$ cat config.mk
export PLATFORM = sky130hd
export DESIGN_NAME = mmu_result_uart_tx
export DESIGN_NICKNAME = d
export VERILOG_FILES = /design/src/rtl/mmu_result_uart_tx.sv
export SDC_FILE = /design/constraint.sdc
export NUM_CORES = 1
export LEC_CHECK = 0
export ABC_AREA = 1
export BUFFER_PORTS_ARGS = -buffer_cell sky130_fd_sc_hd__buf_2
export CAP_MARGIN = 15
export CORE_MARGIN = 1
export CORE_UTILIZATION = 23
export DETAILED_ROUTE_END_ITERATION = 7
export PLACE_DENSITY = 0.38
export SLEW_MARGIN = 30
export SYNTH_ARGS = -nofsm -noshare
export SYNTH_HDL_FRONTEND = slang
export SYNTH_SLANG_ARGS = --single-unit
$ cat constraint.sdc
create_clock -name D_CLK -period 2 [get_ports D_CLK]
set_input_delay 0.1 -clock D_CLK [delete_from_list [all_inputs] [get_ports D_CLK]]
set_output_delay 0.1 -clock D_CLK [all_outputs]
set_load 0.01 [all_outputs]
$ cat src/rtl/mmu_result_uart_tx.sv
// mmu_result_uart_tx: drains 64-bit MMU result words and sends them to the
// host as 8N1 UART bytes on a single TX pin.
//
// Each accepted word is sent as NBYTES bytes, most significant byte first
// (byte 0 = res_data[0:7]). Within a byte, bits go out LSB first, so
// res_data[8k+7] is the first data bit of byte k.
//
// Optional feature macro: MMU_TX_CHECKSUM_EN. When it is defined, one more
// byte follows the data bytes: the XOR of all data bytes.
//
// Ports:
//   D_CLK      system clock, rising edge
//   D_OFF      synchronous active-high reset
//   res_data   result word, ascending range (bit 0 = MSB)
//   res_valid  res_data holds a word to send
//   res_ready  block can accept a word this cycle (IDLE and not in reset)
//   TX         UART serial out, idle high (registered)
//   busy       a frame is in progress (registered)
module mmu_result_uart_tx #(
  parameter int unsigned CLKS_PER_BIT = 868,
  parameter int unsigned WORD_W       = 64
) (
  input  logic              D_CLK,
  input  logic              D_OFF,
  input  logic [0:WORD_W-1] res_data,
  input  logic              res_valid,
  output logic              res_ready,
  output logic              TX,
  output logic              busy
);

  localparam int unsigned NBYTES   = WORD_W / 8;
`ifdef MMU_TX_CHECKSUM_EN
  localparam int unsigned TX_BYTES = NBYTES + 1;
`else
  localparam int unsigned TX_BYTES = NBYTES;
`endif
  localparam int unsigned TX_W     = TX_BYTES * 8;
  localparam int unsigned BAUD_W   = $clog2(CLKS_PER_BIT);
  // One spare count keeps the width non-zero for a single-byte frame.
  localparam int unsigned BYTE_W   = $clog2(TX_BYTES + 1);

  localparam logic [BAUD_W-1:0] BaudLast = BAUD_W'(CLKS_PER_BIT - 1);
  localparam logic [BYTE_W-1:0] ByteLast = BYTE_W'(TX_BYTES - 1);

  typedef enum logic [1:0] {StIdle, StStart, StData, StStop} state_e;

  state_e            state_q, state_d;
  logic [BAUD_W-1:0] baud_q, baud_d;
  logic [2:0]        bit_q, bit_d;
  logic [BYTE_W-1:0] byte_q, byte_d;
  // Byte on the wire is always shreg[0:7]; the register shifts up one byte
  // at the end of every stop bit.
  logic [0:TX_W-1]   shreg_q, shreg_d;
  logic [0:TX_W-1]   load_word;
  logic [7:0]        cur_byte;
  logic              tx_q, tx_d;
  logic              busy_q;
  logic              baud_wrap;
  logic              handshake;

`ifdef MMU_TX_CHECKSUM_EN
  logic [7:0] csum;

  always_comb begin
    csum = '0;
    for (int k = 0; k < int'(NBYTES); k++) begin
      csum = csum ^ res_data[8*k +: 8];
    end
  end

  assign load_word = {res_data, csum};
`else
  assign load_word = res_data;
`endif

  assign res_ready = (state_q == StIdle) && !D_OFF;
  assign handshake = res_valid && res_ready;
  assign baud_wrap = (baud_q == BaudLast);

  always_comb begin
    state_d = state_q;
    baud_d  = baud_q;
    bit_d   = bit_q;
    byte_d  = byte_q;
    shreg_d = shreg_q;

    unique case (state_q)
      StIdle: begin
        if (handshake) begin
          state_d = StStart;
          shreg_d = load_word;
          baud_d  = '0;
          bit_d   = '0;
          byte_d  = '0;
        end
      end
      StStart: begin
        baud_d = baud_wrap ? '0 : baud_q + BAUD_W'(1);
        if (baud_wrap) begin
          state_d = StData;
          bit_d   = '0;
        end
      end
      StData: begin
        baud_d = baud_wrap ? '0 : baud_q + BAUD_W'(1);
        if (baud_wrap) begin
          if (bit_q == 3'd7) begin
            state_d = StStop;
          end else begin
            bit_d = bit_q + 3'd1;
          end
        end
      end
      StStop: begin
        baud_d = baud_wrap ? '0 : baud_q + BAUD_W'(1);
        if (baud_wrap) begin
          shreg_d = shreg_q << 8;
          if (byte_q == ByteLast) begin
            state_d = StIdle;
          end else begin
            state_d = StStart;
            byte_d  = byte_q + BYTE_W'(1);
          end
        end
      end
      default: state_d = StIdle;
    endcase
  end

  // TX is decoded from next-state values so the pin comes straight off a flop.
  always_comb begin
    cur_byte = shreg_d[0:7];
    tx_d     = 1'b1;
    unique case (state_d)
      StIdle:  tx_d = 1'b1;
      StStart: tx_d = 1'b0;
      StData:  tx_d = cur_byte[bit_d];
      StStop:  tx_d = 1'b1;
      default: tx_d = 1'b1;
    endcase
  end

  always_ff @(posedge D_CLK) begin
    if (D_OFF) begin
      state_q <= StIdle;
      baud_q  <= '0;
      bit_q   <= '0;
      byte_q  <= '0;
      shreg_q <= '0;
      tx_q    <= 1'b1;
      busy_q  <= 1'b0;
    end else begin
      state_q <= state_d;
      baud_q  <= baud_d;
      bit_q   <= bit_d;
      byte_q  <= byte_d;
      shreg_q <= shreg_d;
      tx_q    <= tx_d;
      busy_q  <= (state_d != StIdle);
    end
  end

  assign TX   = tx_q;
  assign busy = busy_q;

endmodule

Word level (Yosys, flattened, before mapping). Cells that the tools add are included.

Add/subtract/negate cells: 3. Order comparisons: 1. Eq/ne operators: 12. Muxes and demuxes: 25. Reductions and logical operators: 11.

Operator list (count): $mux W64 (2); $pmux W64 S2 (1); $mux W10 (2); $pmux W10 S2 (1); $mux W3 (4); $mux W4 (3); $add A10 B1 Y10 const B (1); $eq A10 B10 Y1 const B (1); $mux W2 (5); $pmux W3 S3 (1); $eq A2 B2 Y1 const B (4); $pmux W2 S4 (1); $pmux W4 S2 (1); $ne A2 B2 Y1 const B (3); $add A4 B1 Y4 const B (1); $eq A2 B1 Y1 const B (2); $eq A4 B3 Y1 const B (1); $logic_not A2 Y1 (2); $lt A3 B4 Y1 const B (1); $reduce_and A4 Y1 (1); $reduce_bool A2 Y1 (2); $add A3 B1 Y3 const B (1); $bmux W1 S3 (1); $eq A3 B3 Y1 const B (1); other kinds (7) (9).

Bits in registers: 85. Word-level logic and storage cells: 60.

Depth between registers and ports, before layout. Gate-level depths: netlist of run 1.

Depth in word-level cells: 8. Gate-level depth with buffers: 18. Gate-level depth less buffers: 18.

Worst setup path after synthesis of run 1. Ideal clock, no wire load.

Path type: reg-to-reg. Start point: register state_q[0]. End point: register tx_q, in the netlist TX. Library setup time: 0.113 ns. Arrival time: 1.780 ns. Path slack: 0.107 ns. Cell stages (with the launch flop): 17. Path buffers: 0. Period minus slack after synthesis: 1.893 ns. Cells stage by stage: dfxtp_1 > inv_1 > ha_1 > inv_2 > nor2_4 > nand2_2 > nand2_4 > nand2_2 > nand2_1 > a21oi_1 > inv_1 > nand2_1 > nand3_1 > nand3_1 > nand2_1 > nand2_1 > nand2_1.

Longest elaborated chain between the ends: 8. Elaborated cells between the ends (all ways): 24. Classes of those cells: eq/ne (6); mux (13); reduce/logical (5).

Ends and longest elaborated chain: start, declared (RTL line 48) `state_e state_q, state_d;`; start signal, assigned (RTL line 146) `state_q <= StIdle;`; start signal, assigned (RTL line 154) `state_q <= state_d;`; $logic_not A2 Y1 * (RTL line 77) `assign res_ready = (state_q == StIdle) && !D_OFF;`; $logic_and A1 B1 Y1 * (RTL line 77); net res_ready (RTL line 27) `output logic res_ready,`; $logic_and A1 B1 Y1 * (RTL line 78) `assign handshake = res_valid && res_ready;`; $mux W3, or another cell as far along (RTL line 90) `if (handshake) begin`; $pmux W3 S3, or another cell as far along (RTL line 88) `unique case (state_q)`; $bmux W1 S3, or another cell as far along (RTL line 138) `StData: tx_d = cur_byte[bit_d];`; $mux W1 (implied by the code) or $reduce_or A2 Y1 (tied branches); $pmux W1 S3 * (RTL line 135) `unique case (state_d)`; end signal, assigned (RTL line 159) `tx_q <= tx_d;`; end, declared (RTL line 57) `logic tx_q, tx_d;`.

The timed path passes the listed nets; every way through them passes the cells marked *. The select of a mux whose other input is x is not followed. A chain may end at the register's enable or synchronous reset.

Final worst setup path of run 1.
Start point: register baud_q[1]. End point: register byte_q[3].

Longest elaborated chain between the ends: 3.

Ends and longest elaborated chain: start, declared (RTL line 49) `logic [BAUD_W-1:0] baud_q, baud_d;`; start signal, assigned (RTL line 155) `baud_q <= baud_d;`; $eq A10 B10 Y1 (RTL line 79) `assign baud_wrap = (baud_q == BaudLast);`; $ne A2 B2 Y1 (no line); $reduce_and A4 Y1 (no line); end signal, assigned (RTL line 157) `byte_q <= byte_d;`; end, declared (RTL line 51) `logic [BYTE_W-1:0] byte_q, byte_d;`.

No other way between the ends.

==> out/results.ini, run 1 <==
[power_and_ir_drop]
peakVddDrop_mv=0.408
p_per_area_nw_per_um2=834
power_leakage_nw=2.18

[layout]
layout_commonest_cell=nand2_1
fin_cells=880
layout_common_cells=147 x nand2_1, 82 x dfxtp_1, 69 x buf_2
fin_area_um2=5530
area_growth_pct=34.4
multiInputGateArea_um2=2230
seqCellArea_um2=1710
insertedDiodeCount=0
fin_nets=728
layout-drive-gt1-share=0.296
fillers=1928

[timing]
hold_violations=0
fin_crit_sh=0.964
period_minus_slack_ns=1.93
fin_skew_ns=0.00645
rsz0062_at_grt=true
finalSetupViolCount=0
setup_slack_ns=0.0729
finalSetupTns_ns=0
fmax_mhz=519
worst_pin_slew_ns=0.905
fin_hold_ws_ns=0.0128
slew_viol_final=0
relSlewSlack=0.397

[worst_setup_path]
cp.required_ns=2.22
arrival_ns=2.15
endpoint_kind=register
startpoint_type=register
crit_type=register to register
critPathMaxFanout=11

[global_routing]
first_global_vias=3792
grt_max_degree=75
grt_pass1_wl_um=19300
grt_overflow=0
antenna_found_initial=0
grtUsageTotal=0.136

[route]
routed_via_density=4.40
drt_first_pass_iters=4
vias=3869
ant_nets=0
wl_per_cell_um=13.7
drc=0
dr.first_iter.drc_count=184
routed_wirelength_um=12000

[die]
die_y_um=136
io_pins=70
coreArea_um2=17400
fp-row-count=48
die_x_um=136
fp.dieArea_um2=18400
start_util=0.236

[placed_design]
gp_congestion=0.754
hpwl_um=8470
post-place-ws_ns=-0.0224
dpl_cell_area_um2=4850
io_buffers=69
dp.cells=842

[run_status]
outcome=finished clean

[logic_synthesis]
syn_avg_cell_area_um2=7.53
yosys_warnings=0
synthArstFlopShare=0
synthesis.nets=625
synth_edf_count=0
synthFlopType=dfxtp_1
syn-cell-area_um2=4120
yosysSeqAreaShare=0.413
ys_types=37
synthCells=547
synth_seq_cells=85

[clock_tree]
htree_levels=3
cts.clk_slew.worst_paths_ns=0.07
cts_tree=yes
clock_latency_ns=0.35
clock-sinks=85
cts_root_buf=clkbuf_16
clockBufferDepth=2
cts_made_buffers=9

[flow_run]
maxCapViolCount=0

[worst_hold_path]
hold_path_class=primary input to register

-- critical path: stages, from the launching register on --
cell     delay (ns)
dfxtp_2        0.35
ha_4           0.16
nand2_4        0.05
nor2_4         0.16
nand3_4        0.13
nand2_4        0.14
nand2_4        0.07
buf_4          0.19
a21oi_2        0.15
nand2_1        0.06
inv_1          0.09
nand4_1        0.08
nor3b_2        0.16
-- cells by family after synthesis --
group	synth area share
and+or+nand+nor	0.298
AOI/OAI and AO/OA	0.168
DFF	0.413
buffers and inverters	0.0812
adders and majority gates	0.0334
xor gates and xnor gates	0.00638
-- metal layers --
layer	share of wire	routed length (µm)	GRT usage
met2	0.45	5470	0.220
met5	0	0	0
met3	0.038	459	0.0412
met1	0.50	6000	0.175
met4	0.0092	111	0.0331
-- state kept, by name, indices dropped and copies added (netlist names) --
| name | flops |
|---|---|
| TX | 1 |
| busy | 1 |
| shreg_q | 64 |
| state_q | 2 |
| byte_q | 4 |
| baud_q | 10 |
| bit_q | 3 |
-- repair_timing --
item | in CTS | in global routing
gates cloned | 0 | 1
setup endpoints to repair | 2 | 54
pin swaps | 1 | 10
gates resized for setup | 2 | 34
buffers inserted | 1 | 4
hold buffers | 16 | 0
endpoints found under the hold margin | 16 | 0
-- path summary, 6_finish.rpt --
path	from	endpoint	slack [ns]	cells after the start
max	baud_q[1]$_SDFFE_PP0N_	byte_q[3]$_SDFFE_PP0P_	0.07	12
min	res_data[13]	shreg_q[13]$_SDFFE_PP0P_	0.01	3
max reg2reg	baud_q[1]$_SDFFE_PP0N_	byte_q[3]$_SDFFE_PP0P_	0.07	12
min reg2reg	shreg_q[7]$_SDFF_PP0_	shreg_q[7]$_SDFF_PP0_	0.46	2
-- cell type report --
| class | count | area share |
|---|---|---|
| Clock buffer | 9 | 0.0407 |
| Tap cell | 225 | 0.0509 |
| Multi-Input combinational cell | 387 | 0.403 |
| Sequential cell | 85 | 0.308 |
| Inverter | 50 | 0.0353 |
| Clock inverter | 7 | 0.0147 |
| Timing Repair Buffer | 117 | 0.148 |
-- stage by stage --
step	utilization	total power, mW
after floorplan	-	2.47
after detailed placement	0.279	2.79
after global routing	0.318	4.88
after CTS	0.306	4.60
final	0.318	4.61
after global placement	0.279	2.79
-- cells in the mapped netlist (8+ instances only) --
cell / count / area [µm²]
inv_1: 40 / 150
nand2_1: 154 / 578
nor3_1: 8 / 40.0
a31oi_1: 16 / 100
a221oi_1: 24 / 210
nand2_2: 18 / 113
a21oi_1: 26 / 130
dfxtp_1: 85 / 1700
nor2_1: 63 / 236
nand3_1: 15 / 75.1
clkbuf_1: 12 / 45.0
a31oi_2: 10 / 125
o21ai_0: 8 / 40.0
ha_1: 11 / 138
-- power breakdown --
group	internal (mW)	switching [mW]
clock	0.986	0.774
sequential	1.82	0.0679
combinational	0.403	0.564
total	3.21	1.41
Note: power is estimated with default switching activity, not from simulation.
==> run 2, diff against run 1 <==
- RECOVER_POWER: default -> 50
==> out/results.ini, run 2 (synthesized netlist as in run 1, its figures left out) <==
[run_status]
outcome=finished clean

[worst_setup_path]
cp_slowest_cell=dfxtp_2
endpoint_kind=register
cp.required_ns=2.22  ; about the same
critPathMaxFanout=11  ; unchanged
cp_top_family=simple AND/OR/NAND/NOR gates
r2r_cells=12  ; unchanged
worstPathCellList=ha_4 > nand2_4 > nor2_4 > nand3_4 > nand2_4 > nand2_4 > buf_4 > a21oi_2 > nand2_1 > inv_1 > nand4_1 > nor3b_2
cp.depth=12  ; unchanged
cp_slowest_stage_delay_ns=0.35  ; about the same
crit_type=register to register
startpoint_type=register
crit_top_cell=nand2_4
arrival_ns=2.15  ; about the same
path_buf_inv=2  ; unchanged

[die]
fp-row-count=48  ; unchanged
fp.dieArea_um2=18400  ; unchanged
coreArea_um2=17400  ; unchanged
die_y_um=136  ; unchanged
die_x_um=136  ; unchanged
io_pins=70  ; unchanged
start_util=0.236  ; unchanged

[layout]
multiInputGateArea_um2=2230  ; unchanged
layout_commonest_cell=nand2_1
fin_util=0.318  ; about the same
area_growth_pct=34.3  ; about the same
insertedDiodeCount=0  ; unchanged
layout_common_cells=147 x nand2_1, 82 x dfxtp_1, 66 x buf_2
top_regs=shreg_q x64, baud_q x10, byte_q x4
layout-drive-gt1-share=0.292  ; -0.00458
fillers=1931  ; +0.16%
fin_nets=728  ; unchanged
fin_cells=880  ; unchanged
largest_register=shreg_q
largest_register_ffs=64  ; unchanged
seqCellArea_um2=1710  ; unchanged
fin_area_um2=5530  ; about the same

[global_routing]
antenna_found_initial=0  ; unchanged
grtUsageTotal=0.136  ; unchanged
grt_overflow=0  ; unchanged
grt_pass1_wl_um=19300  ; unchanged
grt_max_degree=75  ; unchanged
first_global_vias=3792  ; unchanged

[worst_hold_path]
hold_path_class=primary input to register
hold_depth=3  ; unchanged

[clock_tree]
htree_levels=3  ; unchanged
cts.clk_slew.worst_paths_ns=0.07  ; about the same
cts_tree=yes
cts_root_buf=clkbuf_16
clock_latency_ns=0.35  ; about the same
clock-sinks=85  ; unchanged
cts_made_buffers=9  ; unchanged
clockBufferDepth=2  ; unchanged

[placed_design]
hpwl_um=8470  ; unchanged
gp_congestion=0.754  ; unchanged
io_buffers=69  ; unchanged
dpl_cell_area_um2=4850  ; unchanged
dp.cells=842  ; unchanged

[power_and_ir_drop]
power_leakage_nw=2.17  ; -0.41%
finalPower_mw=4.61  ; about the same
p_per_area_nw_per_um2=834  ; about the same
peakVddDrop_mv=0.408  ; about the same

[timing]
period_minus_slack_ns=1.93  ; -0.000344 ns
fmax_mhz=519  ; about the same
finalSetupTns_ns=0  ; unchanged
fin_crit_sh=0.963  ; about the same
slew_viol_final=0  ; unchanged
finalSetupViolCount=0  ; unchanged
fin_skew_ns=0.00645  ; +0.00000125 ns
relSlewSlack=0.397  ; unchanged
worst_pin_slew_ns=0.905  ; unchanged
rsz0062_at_grt=true
hold_violations=0  ; unchanged

[route]
drt_first_pass_iters=4  ; unchanged
drc=0  ; unchanged
routed_wirelength_um=12000  ; about the same
ant_nets=0  ; unchanged
routed_via_density=4.40  ; unchanged
dr.first_iter.drc_count=184  ; unchanged
wl_per_cell_um=13.7  ; about the same
vias=3869  ; unchanged

[flow_run]
maxCapViolCount=0  ; unchanged

==> run 2: changes by cell type in the layout (fill, tap and decap cells not counted), sizes merged <==
cell    delta
buf        -3
clkbuf     +3
==> run 2: area by class of cell <==
type	count	share of cell area
multi-input cells	387	0.403
flip-flops and latches	85	0.308
repair buffers	117	0.147
well taps	225	0.0509
clock buffers	9	0.0407
inverters	50	0.0353
clock inverters	7	0.0147
==> run 2: final timing paths <==
| path | endpoint | from | slack, ns |
|---|---|---|---|
| hold / removal | shreg_q[13]$_SDFFE_PP0P_ | res_data[13] | 0.01 |
| hold reg to reg | shreg_q[7]$_SDFF_PP0_ | shreg_q[7]$_SDFF_PP0_ | 0.46 |
| setup reg to reg | byte_q[3]$_SDFFE_PP0P_ | baud_q[1]$_SDFFE_PP0N_ | 0.07 |
| setup / recovery | byte_q[3]$_SDFFE_PP0P_ | baud_q[1]$_SDFFE_PP0N_ | 0.07 |
==> run 2: tightest hold or removal path, cell delays in order <==
cell      delay, ns
buf_2          0.09
a221oi_1       0.06
nor2_1         0.07
==> run 2: metal layers <==
metal | track usage | vias up | part of all wire
met5 | 0 | - | 0
met4 | 0.0331 | 0 | 0.0092
met3 | 0.0412 | 9 | 0.038
met2 | 0.220 | 68 | 0.45
met1 | 0.175 | 1776 | 0.50
li1 | - | 2016 | -
==> run 2: timing repair <==
item                                    CTS  global route
cloned                                    0             1
pin swaps                                 1            10
gates resized for setup                   2            34
hold endpoints to repair                 16             0
hold buffers                             16             0
endpoints found under the setup margin    2            54
buffers inserted                          1             4
==> run 2: where the power goes <==
group,internal [mW],switching (mW),total [mW]
combinational,0.398,0.564,0.963
clock,0.986,0.774,1.76
sequential,1.82,0.0684,1.89
==> run 2: metrics by stage <==
step                setup slack, ns  hold WS, ns
floorplan                     0.107        0.220
global placement            -0.0222        0.344
detailed placement          -0.0224        0.349
CTS                          0.0121     0.000262
global route                 -0.101      0.00832
finish                       0.0733       0.0128
==> run 3, diff against run 2 <==
- REMOVE_ABC_BUFFERS: default -> 1
- SLEW_MARGIN: 30 -> default
==> out/results.ini, run 3 (synthesized netlist as in run 1, its figures left out) <==
[layout]
fin_nets=742  ; +1.9%
layout_common_cells=149 x nand2_1, 82 x dfxtp_1, 66 x buf_2
largest_register=shreg_q
fin_util=0.321  ; +0.00316
insertedDiodeCount=0  ; unchanged
fillers=1907  ; -1.2%
layout-drive-gt1-share=0.278  ; -0.0136
layout_commonest_cell=nand2_1
fin_area_um2=5590  ; +1.0%
largest_register_ffs=64  ; unchanged
top_regs=shreg_q x64, baud_q x10, byte_q x4
fin_cells=894  ; +1.6%
area_growth_pct=35.7

[route]
drt_first_pass_iters=4  ; unchanged
ant_nets=0  ; unchanged
routed_via_density=4.35  ; -0.98%
routed_wirelength_um=11500  ; -4.7%
drc=0  ; unchanged
vias=3892  ; +0.59%
wl_per_cell_um=12.8  ; -6.2%
dr.first_iter.drc_count=162  ; -12%

[timing]
rsz0062_at_grt=true
fin_crit_sh=0.954  ; -0.00983
worst_pin_slew_ns=0.638  ; -0.267 ns
slew_viol_final=0  ; unchanged
relSlewSlack=0.575  ; +0.178
period_minus_slack_ns=1.91  ; -0.0197 ns
fin_skew_ns=0.00557  ; -0.000876 ns
finalSetupViolCount=0  ; unchanged
fmax_mhz=524  ; +1.0%
hold_violations=0  ; unchanged

[die]
die_y_um=136  ; unchanged
io_pins=70  ; unchanged
start_util=0.236  ; unchanged
fp.dieArea_um2=18400  ; unchanged
die_x_um=136  ; unchanged
fp-row-count=48  ; unchanged
coreArea_um2=17400  ; unchanged

[power_and_ir_drop]
p_per_area_nw_per_um2=842  ; +0.99%
power_leakage_nw=2.20  ; +1.4%
peakVddDrop_mv=0.519  ; +27%

[placed_design]
dp.cells=850  ; +0.95%
gp_congestion=0.800  ; +6.0%
hpwl_um=8160  ; -3.7%
dpl_cell_area_um2=4910  ; +1.2%
io_buffers=69  ; unchanged

[global_routing]
grt_overflow=0  ; unchanged
grt_max_degree=52  ; -31%
antenna_found_initial=1  ; +1
grtUsageTotal=0.133  ; -0.00322
first_global_vias=3783  ; -0.24%
grt_pass1_wl_um=19000  ; -1.6%

[worst_setup_path]
startpoint_type=register
crit_type=register to register
endpoint_kind=register
critPathMaxFanout=4  ; -7
cp_top_family=simple AND/OR/NAND/NOR gates
cp_slowest_cell=dfxtp_2
arrival_ns=2.15  ; about the same
path_buf_inv=4  ; +2
worstPathCellList=inv_1 > buf_4 > ha_2 > inv_2 > nor2_1 > a21oi_1 > o21ai_0 > o31ai_1 > nand2_1 > inv_2 > ha_1 > nand3_1 > nand2_1 > nand2_1 > nand2_1
cp_slowest_stage_delay_ns=0.33  ; -0.02 ns
cp.required_ns=2.24  ; +0.02 ns
crit_top_cell=nand2_1

[clock_tree]
htree_levels=3  ; unchanged
clock_latency_ns=0.35  ; about the same
cts_root_buf=clkbuf_16
clockBufferDepth=2  ; unchanged
cts_made_buffers=9  ; unchanged
cts.clk_slew.worst_paths_ns=0.06  ; about the same
clock-sinks=85  ; unchanged
cts_tree=yes

[worst_hold_path]
hold_path_class=primary input to register

[run_status]
outcome=finished clean

[flow_run]
maxCapViolCount=0  ; unchanged

run 3: final timing paths:
path	endpoint	slack, ns	from	cells after the start
min	shreg_q[27]$_SDFFE_PP0P_	0.008	res_data[27]	3
max	TX$_SDFF_PP1_	0.09	state_q[0]$_SDFF_PP0_	15
min reg2reg	shreg_q[2]$_SDFF_PP0_	0.46	shreg_q[2]$_SDFF_PP0_	2
max reg2reg	TX$_SDFF_PP1_	0.09	state_q[0]$_SDFF_PP0_	15
run 3: repair_timing:
action,in CTS,in global routing
gates resized for setup,1,22
hold buffers,25,0
setup endpoints to repair,1,19
buffers inserted,0,3
pin swaps,0,12
hold endpoints to repair,25,0
run 3: final cells by class:
type / instances / area, µm² / share of cell area
flip-flops and latches: 85 / 1710 / 0.306
inverters: 50 / 195 / 0.0349
clock inverters: 4 / 80.1 / 0.0143
multi-input cells: 387 / 2150 / 0.384
clock buffers: 12 / 246 / 0.0441
well taps: 225 / 282 / 0.0504
repair buffers: 131 / 927 / 0.166
run 3: power breakdown:
part	total (mW)	internal [mW]	leakage, nW	switching [mW]
registers	1.88	1.82	0.692	0.0594
clock network	1.86	1.14	0.159	0.720
logic	0.964	0.410	1.35	0.554
total	4.70	3.37	2.20	1.33
run 3: layer usage:
metal | global-route usage | part of all wire
met1 | 0.170 | 0.49
met2 | 0.213 | 0.46
met3 | 0.0434 | 0.042
met4 | 0.0318 | 0.0092
met5 | 0 | 0.0011
run 3: worst reg2reg max path, stage by stage, from the launching register on:
cell     delay [ns]
dfxtp_2        0.33
inv_1          0.07
buf_4          0.12
ha_2           0.20
inv_2          0.06
nor2_1         0.13
a21oi_1        0.05
o21ai_0        0.14
o31ai_1        0.09
nand2_1        0.11
inv_2          0.06
ha_1           0.20
nand3_1        0.10
nand2_1        0.05
nand2_1        0.05
nand2_1        0.04
run 3: per-stage QoR:
step	hold WS, ns	TNS (ns)	power, mW	worst slack (ns)
3_3_place_gp	0.343	0	2.81	0.0378
2_1_floorplan	0.166	-66.51	2.42	-1.27
5_1_grt	0.00747	-0.120	4.98	-0.0909
4_1_cts	0.000438	0	4.75	0.0199
3_5_place_dp	0.353	0	2.82	0.00474
6_report	0.00785	0	4.70	0.0929
